[config.mk]
export PLATFORM = sky130hd
export DESIGN_NAME = mem_port_arbiter
export DESIGN_NICKNAME = d
export VERILOG_FILES = /design/src/rtl/mem_arb_pkg.sv /design/src/rtl/arb_rr2.sv /design/src/rtl/mem_port_arbiter.sv
export SDC_FILE = /design/constraint.sdc
export NUM_CORES = 1
export LEC_CHECK = 0
export ABC_AREA = 1
export BUFFER_PORTS_ARGS = -buffer_cell sky130_fd_sc_hd__buf_4
export CAP_MARGIN = 20
export CORE_ASPECT_RATIO = 0.8
export CORE_MARGIN = 5
export CORE_UTILIZATION = 47
export CTS_BUF_LIST = sky130_fd_sc_hd__clkbuf_2
export DETAILED_ROUTE_END_ITERATION = 7
export PLACE_DENSITY = 0.82
export SLEW_MARGIN = 20
export SYNTH_ARGS = -nofsm -noshare
export SYNTH_HDL_FRONTEND = slang
export SYNTH_HIERARCHICAL = 1
export SYNTH_SLANG_ARGS = --single-unit
[constraint.sdc]
create_clock -name clk -period 3.8 [get_ports clk]
set_input_delay 0.57 -clock clk [delete_from_list [all_inputs] [get_ports clk]]
set_output_delay 0.57 -clock clk [all_outputs]
set_load 0.05 [all_outputs]
[src/rtl/mem_arb_pkg.sv]
// Shared definitions for the two-requester RAM port arbiter.
//   - arb_state_t : who owned the RAM port in the previous cycle
//   - REQ_CPU / REQ_AUX : requester IDs used for last_winner and the read tag
//   - DEF_DATA_WIDTH / DEF_ADDR_WIDTH : default RAM geometry
package mem_arb_pkg;

  localparam int DEF_DATA_WIDTH = 16;
  localparam int DEF_ADDR_WIDTH = 16;

  localparam logic REQ_CPU = 1'b0;
  localparam logic REQ_AUX = 1'b1;

  typedef enum logic [1:0] {
    IDLE = 2'd0,  // no grant last cycle
    OWN0 = 2'd1,  // CPU granted last cycle
    OWN1 = 2'd2   // auxiliary master granted last cycle
  } arb_state_t;

endpackage

[src/rtl/arb_rr2.sv]
// Two-way round-robin picker with a lock override for requester 1.
// Purely combinational; at most one of gnt0/gnt1 is high.
// Ports:
//   req0, req1   : active requests
//   last_winner  : ID of the requester granted most recently (REQ_CPU/REQ_AUX)
//   lock_ok      : requester 1 may keep the port (locked burst not yet exhausted)
//   gnt0, gnt1   : one-hot (or zero) grant
module arb_rr2
  import mem_arb_pkg::*;
(
  input  logic req0,
  input  logic req1,
  input  logic last_winner,
  input  logic lock_ok,
  output logic gnt0,
  output logic gnt1
);

  always_comb begin
    gnt0 = 1'b0;
    gnt1 = 1'b0;
    if (req0 && !req1) begin
      gnt0 = 1'b1;
    end else if (req1 && !req0) begin
      gnt1 = 1'b1;
    end else if (req0 && req1) begin
      if (lock_ok) begin
        gnt1 = 1'b1;
      end else if (last_winner == REQ_AUX) begin
        gnt0 = 1'b1;
      end else begin
        gnt1 = 1'b1;
      end
    end
  end

endmodule

[src/rtl/mem_port_arbiter.sv]
// Shares one synchronous RAM port between the CPU (requester 0) and an
// auxiliary master (requester 1) with round-robin arbitration, bounded
// locked bursts for requester 1 and tagged one-cycle read return.
//
// Handshake: a requester raises reqX with weX/addrX/wdataX and holds them
// stable; the access is issued in the cycle gntX is high (gnt is
// combinational, ram_* carry the winner's fields in that same cycle). A
// read issued in cycle N returns with rvalidX = 1 and rdataX = ram_rdata in
// cycle N+1 only; there is no back-pressure on the return. Dropping reqX
// before gntX abandons the access.
//
// Ports:
//   clk, reset                      : clock, async active-high reset
//   req0/we0/addr0/wdata0           : CPU request
//   gnt0/rvalid0/rdata0             : CPU grant and read return
//   req1/we1/addr1/wdata1/lock1     : auxiliary request (+ burst lock)
//   gnt1/rvalid1/rdata1             : auxiliary grant and read return
//   ram_we/ram_addr/ram_wdata       : RAM command (addr/wdata hold when idle)
//   ram_rdata                       : RAM read data, one cycle after address
//   busy                            : access issued now or read return pending
//   state_dbg, burst_cnt_dbg        : registered arbiter state for observation
module mem_port_arbiter
  import mem_arb_pkg::*;
#(
  parameter int DATA_WIDTH  = DEF_DATA_WIDTH,
  parameter int ADDR_WIDTH  = DEF_ADDR_WIDTH,
  parameter int MAX_BURST   = 8,
  parameter int BURST_CNT_W = 8
) (
  input  logic                   clk,
  input  logic                   reset,
  input  logic                   req0,
  input  logic                   we0,
  input  logic [ADDR_WIDTH-1:0]  addr0,
  input  logic [DATA_WIDTH-1:0]  wdata0,
  output logic                   gnt0,
  output logic                   rvalid0,
  output logic [DATA_WIDTH-1:0]  rdata0,
  input  logic                   req1,
  input  logic                   we1,
  input  logic [ADDR_WIDTH-1:0]  addr1,
  input  logic [DATA_WIDTH-1:0]  wdata1,
  input  logic                   lock1,
  output logic                   gnt1,
  output logic                   rvalid1,
  output logic [DATA_WIDTH-1:0]  rdata1,
  output logic                   ram_we,
  output logic [ADDR_WIDTH-1:0]  ram_addr,
  output logic [DATA_WIDTH-1:0]  ram_wdata,
  input  logic [DATA_WIDTH-1:0]  ram_rdata,
  output logic                   busy,
  output arb_state_t             state_dbg,
  output logic [BURST_CNT_W-1:0] burst_cnt_dbg
);

  localparam logic [BURST_CNT_W-1:0] BURST_MAX = BURST_CNT_W'(MAX_BURST);

  arb_state_t             state_q, state_d;
  logic                   last_winner_q, last_winner_d;
  logic [BURST_CNT_W-1:0] burst_cnt_q, burst_cnt_d;
  logic                   rd_pend_q;   // read issued last cycle
  logic                   rd_tag_q;    // which requester that read belongs to
  logic [ADDR_WIDTH-1:0]  addr_hold_q;
  logic [DATA_WIDTH-1:0]  wdata_hold_q;
  logic [DATA_WIDTH-1:0]  rdata0_q, rdata1_q;
  logic                   lock_ok;
  logic                   pick0, pick1;
  logic                   any_gnt;

  // Requester 1 keeps the port only if it held it last cycle and the
  // locked burst has not yet used up its allowance.
  assign lock_ok = (state_q == OWN1) && lock1 && (burst_cnt_q < BURST_MAX);

  arb_rr2 u_pick (
    .req0        (req0),
    .req1        (req1),
    .last_winner (last_winner_q),
    .lock_ok     (lock_ok),
    .gnt0        (pick0),
    .gnt1        (pick1)
  );

  // Grants are combinational, so they are gated by reset to reach their
  // reset value immediately rather than at the next edge.
  assign gnt0    = pick0 & ~reset;
  assign gnt1    = pick1 & ~reset;
  assign any_gnt = gnt0 | gnt1;

  // RAM command mux; addr/wdata keep the last issued values when idle.
  always_comb begin
    ram_we    = 1'b0;
    ram_addr  = addr_hold_q;
    ram_wdata = wdata_hold_q;
    if (gnt0) begin
      ram_we    = we0;
      ram_addr  = addr0;
      ram_wdata = wdata0;
    end else if (gnt1) begin
      ram_we    = we1;
      ram_addr  = addr1;
      ram_wdata = wdata1;
    end
  end

  // Next state, winner history and locked-burst counter.
  always_comb begin
    state_d       = IDLE;
    last_winner_d = last_winner_q;
    burst_cnt_d   = burst_cnt_q;
    if (gnt0) begin
      state_d       = OWN0;
      last_winner_d = REQ_CPU;
    end else if (gnt1) begin
      state_d       = OWN1;
      last_winner_d = REQ_AUX;
    end
    // The counter only measures how long the CPU has been kept waiting by
    // an unbroken run of requester-1 grants.
    if (gnt0 || !any_gnt || !req0 || state_q == IDLE) begin
      burst_cnt_d = '0;
    end else if (gnt1 && state_q == OWN1 && burst_cnt_q < BURST_MAX) begin
      burst_cnt_d = burst_cnt_q + BURST_CNT_W'(1);
    end
  end

  always_ff @(posedge clk or posedge reset) begin
    if (reset) begin
      state_q       <= IDLE;
      last_winner_q <= REQ_AUX;
      burst_cnt_q   <= '0;
    end else begin
      state_q       <= state_d;
      last_winner_q <= last_winner_d;
      burst_cnt_q   <= burst_cnt_d;
    end
  end

  // Command hold registers and the one-deep read return tag.
  always_ff @(posedge clk or posedge reset) begin
    if (reset) begin
      addr_hold_q  <= '0;
      wdata_hold_q <= '0;
      rd_pend_q    <= 1'b0;
      rd_tag_q     <= REQ_CPU;
    end else begin
      if (any_gnt) begin
        addr_hold_q  <= ram_addr;
        wdata_hold_q <= ram_wdata;
      end
      rd_pend_q <= any_gnt & ~ram_we;
      rd_tag_q  <= gnt1 ? REQ_AUX : REQ_CPU;
    end
  end

  assign rvalid0 = rd_pend_q && (rd_tag_q == REQ_CPU);
  assign rvalid1 = rd_pend_q && (rd_tag_q == REQ_AUX);

  // Return data is presented straight from the RAM in the valid cycle and
  // captured so it stays put afterwards.
  assign rdata0 = rvalid0 ? ram_rdata : rdata0_q;
  assign rdata1 = rvalid1 ? ram_rdata : rdata1_q;

  always_ff @(posedge clk or posedge reset) begin
    if (reset) begin
      rdata0_q <= '0;
      rdata1_q <= '0;
    end else begin
      if (rvalid0) rdata0_q <= ram_rdata;
      if (rvalid1) rdata1_q <= ram_rdata;
    end
  end

  assign busy          = any_gnt | rd_pend_q;
  assign state_dbg     = state_q;
  assign burst_cnt_dbg = burst_cnt_q;

endmodule

==> results of run 1 <==
## layout make-up
cell class                 count  area [um2]  area share
timing repair buffer         170        1276      0.2664
inverter                      34       131.4     0.02742
clock buffer                  10       50.05     0.01045
sequential                    77        1928      0.4025
clock inverter                 6       40.04    0.008357
multi-input combinational    271        1256      0.2622
tap                           87       108.9     0.02272
## synthesized netlist by cell type
cell type / n
dfstp_2: 1
ha_1: 1
buf_2: 6
nand2_1: 149
buf_4: 2
nand3_1: 54
o21ai_0: 32
nand4_1: 1
nor2_1: 15
inv_2: 1
nand2_2: 1
buf_6: 1
a22oi_2: 7
xor2_1: 1
inv_1: 33
dfrtp_1: 76
nor2_2: 2
nor2_4: 4
clkbuf_1: 6
o21ai_2: 1
a22oi_1: 3
## final timing paths
| kind | endpoint | from |
|---|---|---|
| worst max-delay path | ram_wdata[15] | burst_cnt_dbg[4]$_DFFE_PP0P_ |
| worst min-delay path | addr_hold_q[11]$_DFFE_PP0P_ | addr1[11] |
| worst max register to register | wdata_hold_q[2]$_DFFE_PP0P_ | burst_cnt_dbg[4]$_DFFE_PP0P_ |
| worst min register to register | wdata_hold_q[3]$_DFFE_PP0P_ | wdata_hold_q[3]$_DFFE_PP0P_ |
| max in group asynchronous | rdata0_q[7]$_DFF_PP0_ | reset |
| min in group asynchronous | rd_tag_q$_DFF_PP0_ | reset |
## kinds of logic (layout without fill, tap and decap cells)
logic type / Yosys count / after routing / share of synthesized area
AND/OR/NAND/NOR: 226 / 226 / 0.2819
flip-flops: 77 / 77 / 0.5686
buffers and inverters: 49 / 220 / 0.06088
AO/OA/AOI/OAI: 43 / 43 / 0.08229
adder cells (fa/ha/maj): 1 / 1 / 0.003689
XOR/XNOR: 1 / 1 / 0.002583
## layout by cell type, fill, tap and decap left out, drive strengths merged
cell        n
nand3      54
a22oi      10
dfstp       1
clkinv      5
buf       170
xor2        1
inv        33
clkinvlp    2
clkbuf     10
nand2     150
o21ai      33
dfrtp      76
ha          1
nand4       1
nor2       21
## layer usage
metal  vias up  global-route usage  wire, um
met5         -                   0         0
met3         8             0.08126       803
met2       132              0.3383      4457
li1       1599                   -         -
met4         0             0.06039       128
met1      1456              0.2528      3804
## worst max-delay path, cell delays in order (launching register included)
cell and delay [ns]:
dfrtp_1 0.45, nor2_1 0.16, nand3_1 0.11, nor2_1 0.20
o21ai_2 0.12, inv_1 0.12, nor2_4 0.05, nor2_4 0.59
nand2_1 0.16, nand3_1 0.14, buf_4 0.21
## metrics by stage
stage,utilization,worst slack (ns),instance area [um2],total power [W]
after floorplan,-,0.5360,3395,0.002167
after global placement,0.6755,0.9318,4701,0.002634
after detailed placement,0.6755,0.8835,4701,0.002667
after CTS,0.6884,0.3515,4791,0.003027
after global routing,0.6884,0.07487,4791,0.003179
final,0.6884,0.4342,4791,0.003003
## flip-flops by register name (all words and copies together), names as in the netlist
name,cells
addr_hold_q,16
rdata0_q,16
rdata1_q,16
wdata_hold_q,16
burst_cnt_dbg,8
state_dbg,2
last_winner_q,1
rd_pend_q,1
rd_tag_q,1
## power groups by stage
stage	Clock (W)	Sequential (W)	Combinational [W]
after floorplan	0	0.00109	0.00108
after detailed placement	0	0.00110	0.00157
after CTS	0.000374	0.00108	0.00157
after global routing	0.000422	0.00110	0.00166
after global placement	0	0.00109	0.00154
final	0.000364	0.00108	0.00156
==> Flow_metrics.wiki, run 1 <==
{| class="wikitable"
! Metric !! Value
|-
| Total Routing Usage GR || 0.2059
|-
| Post-Synthesis Mean Instance Area || approximately 8.5 um2
|-
| Worst-case clock skew || 0.01766 ns
|-
| Max Slew Vio Count || 0
|-
| Switching component of the power || about 0.0015 W
|-
| Average wire length per cell after detail routing || 14.04 um
|-
| Worst slew slack as a fraction of its limit || 0.3702
|-
| Top cell type's share of synthesized area || 0.5609
|-
| Share of power burned in combinational logic || 0.520
|-
| Core Box Area || 0.006959 mm2
|-
| Global-route wire length before repair || 15040 um
|-
| Post-Syn Area || between 0.003 and 0.004 mm2
|-
| Die Width || 105.0 um
|-
| Result of the run || finished clean
|-
| Number of violations of the max-capacitance limit || 0
|-
| Starting density of the core || 0.4872
|-
| Root buffer selected by CTS || clkbuf_2
|-
| Hpwl dp || 6992 um
|-
| Highest Clock Rate || roughly 300 MHz
|-
| Register-to-Register Setup Slack || 1.63 ns
|-
| Area contributors post-synth || dfrtp_1 (56%), nand2_1 (16%), nand3_1 (8.0%), o21ai_0 (4.7%), inv_1 (3.7%)
|-
| Share of layout cells above drive strength 1 || 0.3592
|-
| Overflow left after global routing || 0
|-
| Placed cell count || 639
|-
| Clock-pin slew of the registers on the worst-case setup and hold paths || 0.19 ns
|-
| # rows || 27
|-
| Vias after detailed routing || around 3200
|-
| Buffers inserted by post-CTS timing repair || 0
|-
| Number of hold-repair buffers added at the cts stage || 0
|-
| Final Hold Fails || 0
|-
| Share of total power consumed by net switching || 0.4859
|-
| Number of inserted filler cells in the final layout || 603
|-
| CP Launch Type || flip-flop
|-
| Number of cells on the worst hold path || 3
|-
| Synth warn || 6
|-
| Layout overhead on the synthesized area || 41.29%
|-
| Number of H-tree branching levels || 3
|-
| Die area || roughly 0.009 mm2
|-
| Vias per cell || ~5
|-
| Capturing element type of the critical path || output pin
|-
| Worst slew pin tran || 0.9425 ns
|-
| Worst hold slack || roughly 0.29 ns
|-
| Number of antenna cells inserted || 0
|-
| WS Path Type || reg2out
|-
| Logic depth of the worst register-to-register path || 9
|-
| CTS tree || yes
|-
| Worst VDD drop || 0.3040 mV
|-
| Port Buffer Count || 166
|-
| Post-synth cell types || 21
|-
| Final-stage net count || 651
|-
| Share of power burned in registers || 0.359
|-
| Wire length after detailed routing || 9194 um
|-
| Detailed-router iteration count before antenna repair || 4
|-
| Weighted congestion at the end of routability-driven global placement || slightly above 0.8
|-
| Area leader, netlist || dfrtp_1
|-
| Max clock buf depth || 2
|-
| I/O pin count || 167
|-
| Pin count of the biggest net entering global routing || 78
|-
| Height of the die || 85.97 um
|-
| Number of register bits inferred by synthesis || 77
|-
| Final clock period utilization by the worst path || 0.8857
|-
| Sink count of the clock tree || 77
|-
| CTS buffer count || 9
|-
| Post-route DRC violation count || 0
|-
| Max FO, Critical Path || 34
|-
| Power Density || about 630 mW/mm2
|-
| Internal || roughly 0.0015 W
|-
| Post-route minimum period || 3.366 ns
|-
| Leakage power summed over all cells || 2.721 nW
|-
| Final setup vio count || 0
|-
| Data required time of the worst path || 3.23 ns
|-
| Setup TNS || 0 ns
|-
| Vias in the first global route || 3109
|-
| Clk Latency, worst-skew pair || approximately 0.48 ns
|-
| CP Data Arrival Time || 2.80 ns
|-
| Detailed router's first-iteration violation count || approximately 110
|-
| Count of cells resized by post-cts repair || 0
|-
| Final standard cell count with taps included and fillers excluded || 655
|-
| Antenna viol nets, final || 0
|-
| Initial antenna violation count || 0
|-
| Type of the worst min-delay path || in2reg
|-
| Sequential element share of the synthesized area || 0.5686
|-
| Synthesized net count || 485
|-
| Setup repair after global routing missed its margin || no
|-
| Gate count of the mapped netlist || between 300 and 400
|-
| Share of total power in the clock network || 0.121
|}
Note: power is estimated with default switching activity, not from simulation.
==> run 2: changes to the inputs <==
--- a/config.mk
+++ b/config.mk
@@ -10,11 +10,10 @@
 export CAP_MARGIN = 20
 export CORE_ASPECT_RATIO = 0.8
 export CORE_MARGIN = 5
-export CORE_UTILIZATION = 47
+export CORE_UTILIZATION = 51
 export CTS_BUF_LIST = sky130_fd_sc_hd__clkbuf_2
 export DETAILED_ROUTE_END_ITERATION = 7
-export PLACE_DENSITY = 0.82
-export SLEW_MARGIN = 20
+export PLACE_DENSITY = 0.88
 export SYNTH_ARGS = -nofsm -noshare
 export SYNTH_HDL_FRONTEND = slang
 export SYNTH_HIERARCHICAL = 1
==> constraint.sdc (replaced) <==
create_clock -name clk -period 4.2 [get_ports clk]
set_input_delay 0.63 -clock clk [delete_from_list [all_inputs] [get_ports clk]]
set_output_delay 0.63 -clock clk [all_outputs]
set_load 0.05 [all_outputs]
==> run 2 against run 1 <==
Effect of this change:
- clock power up 8.8%
- power down 7.1%
- critical endpoint is now ram_addr[1]
- routed wire length up 2.6%
- via count up 1.5%
- first-iteration DRC count down 15%
- final area about the same
- global-route usage up 2.1 points
- sequential share of layout area about the same
- largest cell class unchanged
- final cell count down 0.76%
- die area down 7.0%
- register-to-register slack better by 0.22 ns
==> Flow_metrics.wiki, run 2 (synthesis results as in run 1) <==
{| class="wikitable"
! Metric !! Value
|-
| Average wire length per cell after detail routing || 14.51 um
|-
| Clk Latency, worst-skew pair || 0.50 ns
|-
| Register-to-Register Setup Slack || 1.85 ns
|-
| Setup crit start || burst_cnt_dbg[4]$_DFFE_PP0P_
|-
| Logic depth of the worst register-to-register path || 10
|-
| Leakage power summed over all cells || between 2 and 3 nW
|-
| Die Width || 101.2 um
|-
| CTS buffer count || 9
|-
| Worst setup endpoint || ram_addr[1]
|-
| Vias in the first global route || ~3200
|-
| Antenna viol nets, final || 0
|-
| Most common cell after layout, fill and taps aside || buf_4
|-
| Number of violations of the max-capacitance limit || 0
|-
| Max clock buf depth || 2
|-
| Wire length after detailed routing || 9430 um
|-
| Hpwl dp || 7107 um
|-
| Power Density || 581.6 mW/mm2
|-
| Post-Place Setup Slack || ~1.1 ns
|-
| Layout overhead on the synthesized area || 41.40%
|-
| Pin count of the biggest net entering global routing || approximately 80
|-
| Most frequent cells in the layout || buf_4 (168), nand2_1 (149), dfrtp_1 (76), nand3_1 (54)
|-
| Worst-case clock skew || 0.03564 ns
|-
| Worst VDD drop || between 0.3 and 0.4 mV
|-
| Global-route wire length before repair || 15410 um
|-
| Vias after detailed routing || between 3000 and 4000
|-
| Sequential Area || 0.001928 mm2
|-
| Final-stage net count || 649
|-
| I/O pin count || about 170
|-
| Worst Setup Slack, final || 0.5909 ns
|-
| Worst reg2reg endpoint || rd_pend_q$_DFF_PP0_
|-
| CP Launch Type || flip-flop
|-
| Type of the worst min-delay path || in2reg
|-
| Core Box Area || 0.006441 mm2
|-
| Vias per cell || 4.988
|-
| Total Routing Usage GR || 0.2271
|-
| Number of H-tree branching levels || 3
|-
| Share of layout cells above drive strength 1 || 0.3569
|-
| Worst slew pin tran || 0.9614 ns
|-
| Clock-pin slew of the registers on the worst-case setup and hold paths || 0.23 ns
|-
| Port Buffer Count || 166
|-
| Weighted congestion at the end of routability-driven global placement || around 0.83
|-
| CTS tree || yes
|-
| # rows || 26
|-
| Finished layout cell area || 0.004795 mm2
|-
| Worst slew slack as a fraction of its limit || 0.3575
|-
| Max FO, Critical Path || 34
|-
| Sink count of the clock tree || 77
|-
| Area of the multi-input gates || 0.001256 mm2
|-
| Data required time of the worst path || approximately 3.6 ns
|-
| Root buffer selected by CTS || clkbuf_2
|-
| Highest Clock Rate || 277.1 MHz
|-
| Setup repair after global routing missed its margin || no
|-
| Buffers inserted by post-CTS timing repair || 0
|-
| WS Path Type || reg2out
|-
| Count of cells resized by post-cts repair || 0
|-
| Number of inserted filler cells in the final layout || 496
|-
| Final Hold Fails || 0
|-
| Height of the die || between 80 and 90 um
|-
| Post-route DRC violation count || 0
|-
| Setup TNS || 0 ns
|-
| Reg-to-Reg Start || burst_cnt_dbg[4]$_DFFE_PP0P_
|-
| Number of hold-repair buffers added at the cts stage || 0
|-
| Die area || 0.008389 mm2
|-
| Result of the run || finished clean
|-
| Starting density of the core || 0.5264
|-
| Worst hold slack || 0.3368 ns
|-
| Capturing element type of the critical path || output pin
|-
| Max Slew Vio Count || 0
|-
| Post-detailed-placement cell area || 0.004678 mm2
|-
| Number of antenna cells inserted || 0
|-
| Detailed router's first-iteration violation count || 93
|-
| Detailed-router iteration count before antenna repair || 4
|-
| Overflow left after global routing || 0
|-
| CP Data Arrival Time || 2.98 ns
|-
| Final clock period utilization by the worst path || 0.8593
|-
| Post-route minimum period || about 3.6 ns
|-
| Final setup vio count || 0
|-
| Initial antenna violation count || 0
|}
run 2: changes by cell type in the layout (fill, tap and decap cells not counted):
cell and delta:
clkinvlp_4 -2, clkbuf_2 +1, bufinv_16 +1, buf_4 -2, clkinv_4 +1, inv_2 +1, clkinv_2 -2
run 2: how the worst min path moves through the flow:
stage | slack [ns] | depth (start not counted) | from | to
floorplan | 0.44 | 2 | addr_hold_q[11]$_DFFE_PP0P_ | addr_hold_q[11]$_DFFE_PP0P_
global placement | 0.46 | 2 | addr_hold_q[1]$_DFFE_PP0P_ | addr_hold_q[1]$_DFFE_PP0P_
detailed placement | 0.46 | 2 | wdata_hold_q[12]$_DFFE_PP0P_ | wdata_hold_q[12]$_DFFE_PP0P_
CTS | 0.30 | 3 | wdata0[7] | wdata_hold_q[7]$_DFFE_PP0P_
global route | 0.29 | 3 | addr0[1] | addr_hold_q[1]$_DFFE_PP0P_
finish | 0.34 | 3 | wdata0[7] | wdata_hold_q[7]$_DFFE_PP0P_
run 2: cell type report:
class | count | share of cell area
clock buffer | 11 | 0.01148
clock inverter | 5 | 0.01279
inverter | 34 | 0.02662
multi-input combinational | 271 | 0.2620
sequential | 77 | 0.4021
tap | 84 | 0.02192
timing repair buffer | 168 | 0.2630
run 2: worst max-delay path, cell delays in order (launching register included):
cell and delay (ns):
dfrtp_1 0.44, nor2_1 0.15, nand3_1 0.13, nor2_1 0.24, nor2_2 0.07, nor2_1 0.13
nand2_1 0.10, nor2_4 0.66, nand2_1 0.19, nand3_1 0.14, buf_4 0.21
run 2: per-stage QoR:
| step | total power [W] | cells | utilization |
|---|---|---|---|
| 6_report | 0.002788 | 650 | 0.7444 |
| 5_1_grt | 0.002927 | 650 | 0.7444 |
| 2_1_floorplan | 0.001961 | 397 | - |
| 3_5_place_dp | 0.002416 | 634 | 0.7263 |
| 4_1_cts | 0.002809 | 650 | 0.7444 |
| 3_3_place_gp | 0.002381 | 634 | 0.7263 |
run 2: power by group:
group / internal (W) / switching, W
clock network: 0.000145 / 0.000251
registers: 0.000922 / 0.0000537
logic: 0.000394 / 0.00102
total: 0.00146 / 0.00133
run 2: metal layers:
| layer | wire (um) | global-route usage | vias to the layer above |
|---|---|---|---|
| li1 | - | - | 1600 |
| met1 | 3788 | 0.2795 | 1507 |
| met2 | 4788 | 0.3777 | 114 |
| met3 | 602 | 0.05863 | 21 |
| met4 | 250 | 0.09058 | 0 |
| met5 | 0 | 0 | - |
